[src/rtl/execute_sequencer.sv]
// rtl/execute_sequencer.sv - multi-cycle RV32I execute sequencer driving the register/ALU datapath
module execute_sequencer #(
    parameter int MEM_TIMEOUT = 16
) (
    input  logic        clk,
    input  logic        rst,
    input  logic        instr_valid,
    input  logic [31:0] instr,
    output logic        instr_ready,
    output logic [4:0]  rs1,
    output logic [4:0]  rs2,
    output logic [4:0]  rd,
    output logic        alu_source,
    output logic [6:0]  opcode,
    output logic [2:0]  funct3,
    output logic [6:0]  funct7,
    output logic [31:0] immediate,
    input  logic [31:0] alu_result,
    input  logic        branch,
    output logic        write_enable,
    output logic [31:0] write_data,
    output logic        mem_req,
    output logic [31:0] mem_addr,
    input  logic        mem_ack,
    input  logic [31:0] mem_rdata,
    output logic        pc_update,
    output logic        branch_taken,
    output logic        illegal,
    output logic        timeout_err,
    output logic        busy
);

    typedef enum logic [2:0] {
        S_IDLE   = 3'd0,
        S_DECODE = 3'd1,
        S_EXEC   = 3'd2,
        S_MEM    = 3'd3,
        S_WB     = 3'd4,
        S_BR     = 3'd5
    } state_t;

    typedef enum logic [2:0] {
        K_R   = 3'd0,
        K_I   = 3'd1,
        K_B   = 3'd2,
        K_LW  = 3'd3,
        K_BAD = 3'd4
    } kind_t;

    state_t     state;
    kind_t      kind;
    logic [7:0] mem_cnt;

    kind_t       d_kind;
    logic        d_src;
    logic [6:0]  d_opcode;
    logic [2:0]  d_funct3;
    logic [6:0]  d_funct7;
    logic [31:0] d_imm;

    // Decode feeds only the acceptance registers, so every output stays registered.
    always_comb begin
        d_kind   = K_BAD;
        d_src    = 1'b0;
        d_opcode = instr[6:0];
        d_funct3 = instr[14:12];
        d_funct7 = 7'd0;
        d_imm    = 32'd0;
        case (instr[6:0])
            7'b0110011: begin
                d_kind   = K_R;
                d_funct7 = instr[31:25];
            end
            7'b0010011: begin
                d_kind = K_I;
                d_src  = 1'b1;
                d_imm  = {{20{instr[31]}}, instr[31:20]};
                if (instr[14:12] == 3'b001 || instr[14:12] == 3'b101)
                    d_funct7 = instr[31:25];
            end
            7'b1100011: begin
                d_kind = K_B;
                d_imm  = {{19{instr[31]}}, instr[31], instr[7], instr[30:25], instr[11:8], 1'b0};
            end
            7'b0000011: begin
                if (instr[14:12] == 3'b010) begin
                    d_kind   = K_LW;
                    d_src    = 1'b1;
                    d_opcode = 7'b0010011;
                    d_funct3 = 3'b000;
                    d_imm    = {{20{instr[31]}}, instr[31:20]};
                end
            end
            default: d_kind = K_BAD;
        endcase
    end

    assign instr_ready = (state == S_IDLE) && !rst;
    assign busy        = (state != S_IDLE);

    always_ff @(posedge clk or posedge rst) begin
        if (rst) begin
            state        <= S_IDLE;
            kind         <= K_BAD;
            mem_cnt      <= 8'd0;
            rs1          <= 5'd0;
            rs2          <= 5'd0;
            rd           <= 5'd0;
            alu_source   <= 1'b0;
            opcode       <= 7'd0;
            funct3       <= 3'd0;
            funct7       <= 7'd0;
            immediate    <= 32'd0;
            write_enable <= 1'b0;
            write_data   <= 32'd0;
            mem_req      <= 1'b0;
            mem_addr     <= 32'd0;
            pc_update    <= 1'b0;
            branch_taken <= 1'b0;
            illegal      <= 1'b0;
            timeout_err  <= 1'b0;
        end else begin
            illegal     <= 1'b0;
            timeout_err <= 1'b0;
            case (state)
                S_IDLE: begin
                    if (instr_valid) begin
                        rs1        <= instr[19:15];
                        rs2        <= instr[24:20];
                        rd         <= instr[11:7];
                        kind       <= d_kind;
                        alu_source <= d_src;
                        opcode     <= d_opcode;
                        funct3     <= d_funct3;
                        funct7     <= d_funct7;
                        immediate  <= d_imm;
                        state      <= S_DECODE;
                    end
                end
                S_DECODE: begin
                    if (kind == K_BAD) begin
                        illegal <= 1'b1;
                        state   <= S_IDLE;
                    end else begin
                        state <= S_EXEC;
                    end
                end
                S_EXEC: begin
                    case (kind)
                        K_R, K_I: begin
                            write_data   <= alu_result;
                            write_enable <= (rd != 5'd0);
                            state        <= S_WB;
                        end
                        K_B: begin
                            pc_update    <= 1'b1;
                            branch_taken <= branch;
                            state        <= S_BR;
                        end
                        K_LW: begin
                            mem_addr <= alu_result;
                            mem_req  <= 1'b1;
                            mem_cnt  <= 8'd0;
                            state    <= S_MEM;
                        end
                        default: state <= S_IDLE;
                    endcase
                end
                S_MEM: begin
                    // Ack is checked first so an ack on the last permitted cycle still completes.
                    if (mem_ack) begin
                        write_data   <= mem_rdata;
                        write_enable <= (rd != 5'd0);
                        mem_req      <= 1'b0;
                        state        <= S_WB;
                    end else if (mem_cnt == 8'(MEM_TIMEOUT - 1)) begin
                        mem_req     <= 1'b0;
                        timeout_err <= 1'b1;
                        mem_cnt     <= 8'd0;
                        state       <= S_IDLE;
                    end else begin
                        mem_cnt <= mem_cnt + 8'd1;
                    end
                end
                S_WB: begin
                    write_enable <= 1'b0;
                    state        <= S_IDLE;
                end
                S_BR: begin
                    pc_update    <= 1'b0;
                    branch_taken <= 1'b0;
                    state        <= S_IDLE;
                end
                default: state <= S_IDLE;
            endcase
        end
    end

endmodule
[config.mk]
export PLATFORM = sky130hd
export DESIGN_NAME = execute_sequencer
export DESIGN_NICKNAME = d
export VERILOG_FILES = /design/src/rtl/execute_sequencer.sv
export SDC_FILE = /design/constraint.sdc
export NUM_CORES = 1
export LEC_CHECK = 0
export CAP_MARGIN = 20
export CELL_PAD_IN_SITES_DETAIL_PLACEMENT = 1
export CELL_PAD_IN_SITES_GLOBAL_PLACEMENT = 2
export CORE_ASPECT_RATIO = 1.1
export CORE_MARGIN = 4
export CORE_UTILIZATION = 27
export CTS_CLUSTER_DIAMETER = 30
export CTS_CLUSTER_SIZE = 20
export DETAILED_ROUTE_END_ITERATION = 7
export GPL_TIMING_DRIVEN = 0
export PLACE_DENSITY_LB_ADDON = 0.3
export SYNTH_ARGS = -nofsm -noshare
export SYNTH_HDL_FRONTEND = slang
export SYNTH_SLANG_ARGS = --single-unit
export TNS_END_PERCENT = 5
[constraint.sdc]
create_clock -name clk -period 7.9 [get_ports clk]
set_clock_uncertainty 0.2 [all_clocks]
set_input_delay 2.37 -clock clk [delete_from_list [all_inputs] [get_ports clk]]
set_output_delay 2.37 -clock clk [all_outputs]
set_load 0.005 [all_outputs]
* After elaboration in Yosys (flattened, before gate mapping)
Index checks and enable logic that the tools add are counted.
** Operators by class
- Reductions and logical operators :: 19
- Eq/ne operators :: 24
- Multiplexer cells :: 41
- $add $sub $neg :: 1
** Operators by type and width (count)
- $mux W32 :: 3
- $pmux W32 S3 :: 1
- $pmux W32 S2 :: 1
- $mux W8 :: 3
- $pmux W3 S4 :: 2
- $mux W7 :: 3
- $mux W3 :: 6
- $pmux W8 S2 :: 1
- $eq A3 B2 Y1 const B :: 5
- $pmux W7 S2 :: 1
- $mux W1 :: 13
- $eq A3 B3 Y1 const B :: 4
- $ne A2 B2 Y1 const B :: 6
- $reduce_and A3 Y1 :: 4
- $eq A3 B1 Y1 const B :: 3
- $pmux W3 S3 :: 1
- $add A8 B1 Y8 const B :: 1
- $eq A8 B4 Y1 const B :: 1
- $pmux W1 S2 :: 4
- $reduce_and A2 Y1 :: 4
- $eq A7 B2 Y1 const B :: 1
- $eq A7 B5 Y1 const B :: 1
- $eq A7 B6 Y1 const B :: 1
- $eq A7 B7 Y1 const B :: 1
- other kinds (11) :: 14
** Storage, ports and cells
- Output and inout bits :: 137
- Input port bits :: 101
- Bits in registers :: 149
- Word-level logic and storage cells :: 104

* Depth between registers and ports, before layout
Gate-level depths: netlist (run 1).
- Depth in word-level cells :: 4
- Mapped depth :: 7
- Depth with buffers taken out :: 5

* Worst setup path after synthesis (run 1)
OpenSTA, ideal clock, no wires.
- Path kind :: input to output
- From :: in rst
- To :: out instr_ready
- Arrival :: 2.476 ns
- Slack :: 2.854 ns
- Stages on the path :: 1
- Data required time :: 5.330 ns
- Path buffers :: 0
- Cells stage by stage :: nor2_1
** On the way
- Word-level cells in the longest chain between the ends :: 2
** Ends and longest elaborated chain
- start, declared :: line 6 : input logic rst,
- $logic_not A1 Y1 (no line)
- $logic_and A1 B1 Y1 :: line 98 : assign instr_ready = (state == S_IDLE) && !rst;
- end, declared :: line 9 : output logic instr_ready,
Every way passes these cells.

* Worst setup path in the final report (run 1)
Same ends and word-level chain as after synthesis.

==> flow_summary.json, run 1 <==
{
  "reg2reg_slack_ns": 5.54,
  "hold_path.class": "flop to flop",
  "synth_compound_area_share_pct": 11.4,
  "drv_slew": 0,
  "num-fill-cells": 2221,
  "die_w_um": 145,
  "clk_latency_ns": 0.41,
  "grt_pass1_wl_mm": 30.8,
  "firstDrtPassIters": 4,
  "area_growth_pct": 59.7,
  "cts_sinks": 130,
  "worst_path_max_delay_cell": "clkdlybuf4s50_1",
  "r2r.worst_path.cells": 6,
  "ys_seq_area_share_pct": 58.5,
  "synth_top_family_by_area": "simple AND/OR/NAND/NOR gates",
  "holdPathStages": 2,
  "htreeDepth": 4,
  "wl_per_cell_um": 18.6,
  "p_per_area_nw_per_um2": 253,
  "synth_mux_area_share_pct": 6.83,
  "cts_resized": 0,
  "fin_crit_sh_pct": 76.7,
  "synth_warnings": 0,
  "drc": 0,
  "rows": 54,
  "critPathMaxFanout": 2,
  "start_kind": "input port",
  "vias_per_cell": 4.76,
  "critical_path_required_ns": 5.33,
  "dieArea_um2": 23000,
  "relSlewSlack_pct": 52.7,
  "postCtsSetupBuffers": 0,
  "gp_congestion": 0.797,
  "instances_no_fill": 1060,
  "n_antenna_cell": 0,
  "cts_buffers": 17,
  "clk_path_buf_depth": 2,
  "ir_drop_uv": 155,
  "pin_count": 238,
  "syn_area_um2": 5570,
  "end_kind": "primary output",
  "fin_nets": 897,
  "drt_wl_total_mm": 19.7,
  "maxCapViolCount": 0,
  "total_power_mw": 2.25,
  "cp_data_arrival_time_ns": 3.49,
  "avgSynthCellArea_um2": 10.3,
  "num_vias": 5047,
  "power_leakage_nw": 3.92,
  "crit_path_frequent_cell": "clkdlybuf4s50_1",
  "outcome": "complete, no violations",
  "setup_viol": 0,
  "grt_max_degree": 75,
  "yosys.area_share.simple_pct": 17.8,
  "die_h_um": 159,
  "io_buffers": 237,
  "ys_types": 43,
  "grt_pass1_vias": 5486,
  "initial_core_util_pct": 27.7,
  "mostFrequentLayoutCells": "237 x clkdlybuf4s50_1, 151 x nand2_1, 129 x dfrtp_1",
  "coreArea_um2": 20100,
  "worstReg2RegStart": "state[0]",
  "overflow": 0,
  "path_cells": "clkdlybuf4s50_1 -> nor2_1 -> clkdlybuf4s50_1",
  "syn_inst": 538,
  "ys_ff_latch": 130,
  "final_antenna_net_count": 0,
  "setup_tns_ns": 0,
  "cts_hold_repair.buffers": 0,
  "synth-xor-area-share_pct": 0.157,
  "whs_endpoint": "opcode[3]",
  "clkSlewWorstSetupHoldPaths_ns": 0.06,
  "drtIter0Drc": 125,
  "syn_nets": 640,
  "root_buffer": "clkbuf_16",
  "hpwl_mm": 14.9,
  "antenna_found_initial": 0,
  "rsz0062_at_grt": "false",
  "cts_tree": "built",
  "synth-adder-area-share_pct": 0.225,
  "worst_pin_slew_ns": 0.710,
  "rr_endpoint": "write_data[6]",
  "layout-drive-gt1-share_pct": 12.9,
  "crit_type": "input port to primary output",
  "finalHoldViolCount": 0,
  "hold_path.startpoint": "opcode[3]",
  "post-place-cells": 1028,
  "final_period_minus_worst_setup_slack_ns": 6.06,
  "final_common_cell": "clkdlybuf4s50_1",
  "max_freq_mhz": 165,
  "slowest_delay_ns": 0.50,
  "track_usage_pct": 16.9
}
[synthesized netlist by cell type (all sizes together)]
master,number,share of area [%]
or2,2,0.22
a32o,1,0.18
o31ai,1,0.13
clkbuf,16,1.1
and4bb,3,0.67
a22o,25,3.9
a21oi,17,1.7
dfstp,1,0.47
nor4,2,0.49
and4,3,0.47
inv,7,0.47
a41oi,1,0.16
and3,2,0.22
nor3,3,0.27
dfrtp,129,58
nand4,1,0.11
nor2,42,2.8
a31oi,32,3.6
o221ai,1,0.16
nor2b,3,0.34
or3,5,0.56
nor3b,2,0.27
nand2b,2,0.22
o21ai,9,0.81
nand3,3,0.27
ha,1,0.22
a211oi,1,0.13
nand2,152,10
nand3b,1,0.13
nor4b,1,0.43
mux2,32,6.5
o22a,1,0.16
mux2i,2,0.36
a22oi,1,0.13
buf,30,3.5
xor2,1,0.16
o211a,2,0.36
[state kept, by name, indices dropped and copies added (netlist names), 3 cells and up]
register,count
mem_cnt,8
opcode,7
funct3,3
rd,5
funct7,7
rs2,5
kind,3
write_data,32
immediate,13
rs1,5
state,3
mem_addr,32
[worst max-delay path by stage]
stage	from	endpoint	slack [ns]	cells after the start
floorplan	rst	alu_source	1.86	1
global placement	rst	write_data[12]	-0.25	2
detailed placement	rst	instr_ready	1.83	3
CTS	rst	instr_ready	1.83	3
global route	rst	instr_ready	1.79	3
finish	rst	instr_ready	1.84	3
[per-stage QoR]
| step | cell area [µm²] | util (%) | worst slack [ns] | hold slack [ns] |
|---|---|---|---|---|
| CTS | 8890 | 44.3 | 1.83 | 0.289 |
| global route | 8890 | 44.3 | 1.79 | 0.305 |
| floorplan | 5570 | - | 1.86 | 0.270 |
| finish | 8890 | 44.3 | 1.84 | 0.283 |
| global placement | 8250 | 41.1 | -0.254 | 0.261 |
| detailed placement | 8290 | 41.3 | 1.83 | 0.265 |
[layer usage]
layer	vias to the layer above	wire [µm]	GRT usage, %
li1	2347	-	-
met1	2501	8350	20.8
met2	176	9550	28.2
met3	23	1500	5.89
met4	0	327	5.52
met5	-	0	0
[cell type report]
cell class	instances	area, µm²	share of cell area (%)
plain buffers	46	256	2.89
clock buffers	19	443	4.98
clock inverters	13	160	1.80
inverters	7	31.3	0.352
multi-input cells	355	2030	22.8
flip-flops and latches	130	3250	36.6
well taps	252	315	3.55
repair buffers	238	2400	27.0
[worst max-delay path, delay by kind of cell]
kind / cells / cell delay (ns)
AND/OR/NAND/NOR: 1 / 0.13
buffers and inverters: 2 / 0.98
[power by group]
part / total, mW / internal, mW / switching [mW]
Sequential: 0.877 / 0.798 / 0.0783
Clock: 0.806 / 0.505 / 0.301
Combinational: 0.568 / 0.340 / 0.229
[logic make-up after synthesis]
logic type,after synthesis
XOR/XNOR,1
buffers and inverters,53
adder cells (fa/ha/maj),1
flip-flops,130
AO/OA/AOI/OAI,92
multiplexers,34
AND/OR/NAND/NOR,227
No activity file was read; power rests on OpenSTA's default activity.
==> run 2, diff against run 1 <==
--- a/config.mk
+++ b/config.mk
@@ -10,7 +10,7 @@
 export CELL_PAD_IN_SITES_GLOBAL_PLACEMENT = 2
 export CORE_ASPECT_RATIO = 1.1
 export CORE_MARGIN = 4
-export CORE_UTILIZATION = 27
+export CORE_UTILIZATION = 22
 export CTS_CLUSTER_DIAMETER = 30
 export CTS_CLUSTER_SIZE = 20
 export DETAILED_ROUTE_END_ITERATION = 7
==> constraint.sdc (replaced) <==
create_clock -name clk -period 5.23 [get_ports clk]
set_clock_uncertainty 0.2 [all_clocks]
set_input_delay 1.569 -clock clk [delete_from_list [all_inputs] [get_ports clk]]
set_output_delay 1.569 -clock clk [all_outputs]
set_load 0.005 [all_outputs]
==> run 2 against run 1 <==
Power rose by 51%. Critical path depth did not move. Clock power rose by 50%. Cell count rose by 5.7%. Wire length rose by 3.2%. Count of clock-buffer cells in the layout fell by 1. Non-clock buffer count rose by 2. First-iteration DRC count rose by 43%. Critical path type unchanged. Worst hold slack got worse by 0.012 ns. Utilization fell by 7.9 points. Combinational power rose by 53%.
==> flow_summary.json, run 2 (synthesized netlist as in run 1, its figures left out) <==
{
  "end_kind": "primary output",
  "drtIter0Drc": 179,
  "postCtsSetupBuffers": 0,
  "worstReg2RegStart": "state[0]",
  "clkSlewWorstSetupHoldPaths_ns": 0.06,
  "layout-drive-gt1-share_pct": 13.2,
  "worst_path_max_delay_cell": "clkdlybuf4s50_1",
  "critical_path_buf_inv_count": 2,
  "endpoint": "instr_ready",
  "rsz0062_at_grt": "false",
  "io_buffers": 237,
  "slowest_delay_ns": 0.51,
  "rows": 60,
  "worst-path-stages": 3,
  "final_antenna_net_count": 0,
  "grt_max_degree": 40,
  "cts_buffers": 17,
  "clk_latency_ns": 0.42,
  "die_h_um": 175,
  "placed_cell_area_um2": 8390,
  "n_antenna_cell": 0,
  "ir_drop_uv": 211,
  "cp_top_family": "buffers and inverters",
  "grt_pass1_vias": 5621,
  "fin_area_um2": 8980,
  "start_kind": "input port",
  "critPathMaxFanout": 2,
  "final_period_minus_worst_setup_slack_ns": 4.43,
  "drc": 0,
  "cts_resized": 0,
  "outcome": "complete, no violations",
  "dieArea_um2": 27900,
  "num-fill-cells": 2739,
  "root_buffer": "clkbuf_16",
  "cts_tree": "built",
  "worst_pin_slew_ns": 0.854,
  "cp-startpoint": "rst",
  "path_cells": "clkdlybuf4s50_1 -> nor2_1 -> clkdlybuf4s50_1",
  "p_per_area_nw_per_um2": 380,
  "track_usage_pct": 14.6,
  "die_w_um": 160,
  "setup_viol": 0,
  "fin_nets": 899,
  "cp_data_arrival_time_ns": 2.66,
  "htreeDepth": 4,
  "cts_sinks": 130,
  "max_freq_mhz": 226,
  "num_vias": 5019,
  "wl_per_cell_um": 18.2,
  "finalHoldViolCount": 0,
  "critical_path_required_ns": 3.46,
  "hold_path.class": "flop to flop",
  "pin_count": 238,
  "power_leakage_nw": 3.92,
  "cts_hold_repair.buffers": 0,
  "final_common_cell": "clkdlybuf4s50_1",
  "postLayoutCoreUtil_pct": 36.4,
  "overflow": 0,
  "initial_core_util_pct": 22.5,
  "fin_crit_sh_pct": 84.6,
  "mostFrequentLayoutCells": "237 x clkdlybuf4s50_1, 151 x nand2_1, 129 x dfrtp_1",
  "rr_endpoint": "write_data[14]",
  "area_growth_pct": 61.4,
  "crit_path_frequent_cell": "clkdlybuf4s50_1",
  "hpwl_mm": 15.4,
  "r2r.worst_path.cells": 6,
  "crit_type": "input port to primary output",
  "coreArea_um2": 24700,
  "firstDrtPassIters": 4,
  "drv_slew": 0,
  "vias_per_cell": 4.48,
  "grt_pass1_wl_mm": 32.4,
  "reg2reg_slack_ns": 2.84,
  "reg_top3": "mem_addr x32, write_data x32, immediate x13",
  "drt_wl_total_mm": 20.4,
  "relSlewSlack_pct": 42.9,
  "gp_congestion": 0.770,
  "clk_path_buf_depth": 2,
  "maxCapViolCount": 0,
  "antenna_found_initial": 0,
  "setup_tns_ns": 0
}
-- run 2: cell types whose count changed in the layout (fill, tap and decap cells not counted), sizes merged --
| cell | change |
|---|---|
| clkinv | -4 |
| clkinvlp | +3 |
| inv | +3 |
| buf | +2 |
| bufinv | -1 |
| clkbuf | -1 |
-- run 2: worst min-delay path by stage --
stage / cells after the start / end / startpoint
after floorplan: 2 / funct3[0] / funct3[0]
after global placement: 2 / opcode[5] / opcode[5]
after detailed placement: 2 / funct3[0] / funct3[0]
after CTS: 2 / funct3[0] / funct3[0]
after global routing: 2 / funct3[0] / funct3[0]
final: 2 / funct3[0] / funct3[0]
-- run 2: worst register-to-register path, stage by stage, from the launching register on --
cell and delay [ns]:
dfrtp_1 0.35, buf_2 0.17, or3_1 0.32, a21oi_1 0.44
clkbuf_1 0.49, nor2_1 0.12, a31oi_1 0.21
-- run 2: cell type report --
| type | count | area, µm² | share of cell area, % |
|---|---|---|---|
| flip-flops and latches | 130 | 3250 | 36.2 |
| multi-input cells | 355 | 2030 | 22.6 |
| repair buffers | 240 | 2430 | 27.1 |
| clock buffers | 18 | 439 | 4.89 |
| plain buffers | 46 | 256 | 2.86 |
| clock inverters | 14 | 153 | 1.70 |
| inverters | 7 | 30.0 | 0.334 |
| well taps | 310 | 388 | 4.32 |
-- run 2: power by group --
part	switching, mW	internal (mW)
Combinational	0.355	0.516
Clock	0.494	0.721
Sequential	0.118	1.21
Total	0.967	2.44
-- run 2: routing by layer --
| metal | up-vias | GRT usage, % | routed length [µm] |
|---|---|---|---|
| met5 | - | 0 | 0 |
| met4 | 0 | 4.59 | 347 |
| met3 | 25 | 5.50 | 1600 |
| met2 | 166 | 24.3 | 9840 |
| met1 | 2486 | 17.6 | 8570 |
| li1 | 2342 | - | - |
-- run 2: through the flow --
step	hold slack, ns	setup slack, ns	power (mW)	std cells
floorplan	0.270	1.79	1.61	538
global placement	0.261	0.509	2.19	1085
detailed placement	0.265	0.801	2.22	1088
CTS	0.280	0.794	3.46	1120
global route	0.312	0.772	3.60	1120
finish	0.271	0.805	3.41	1120
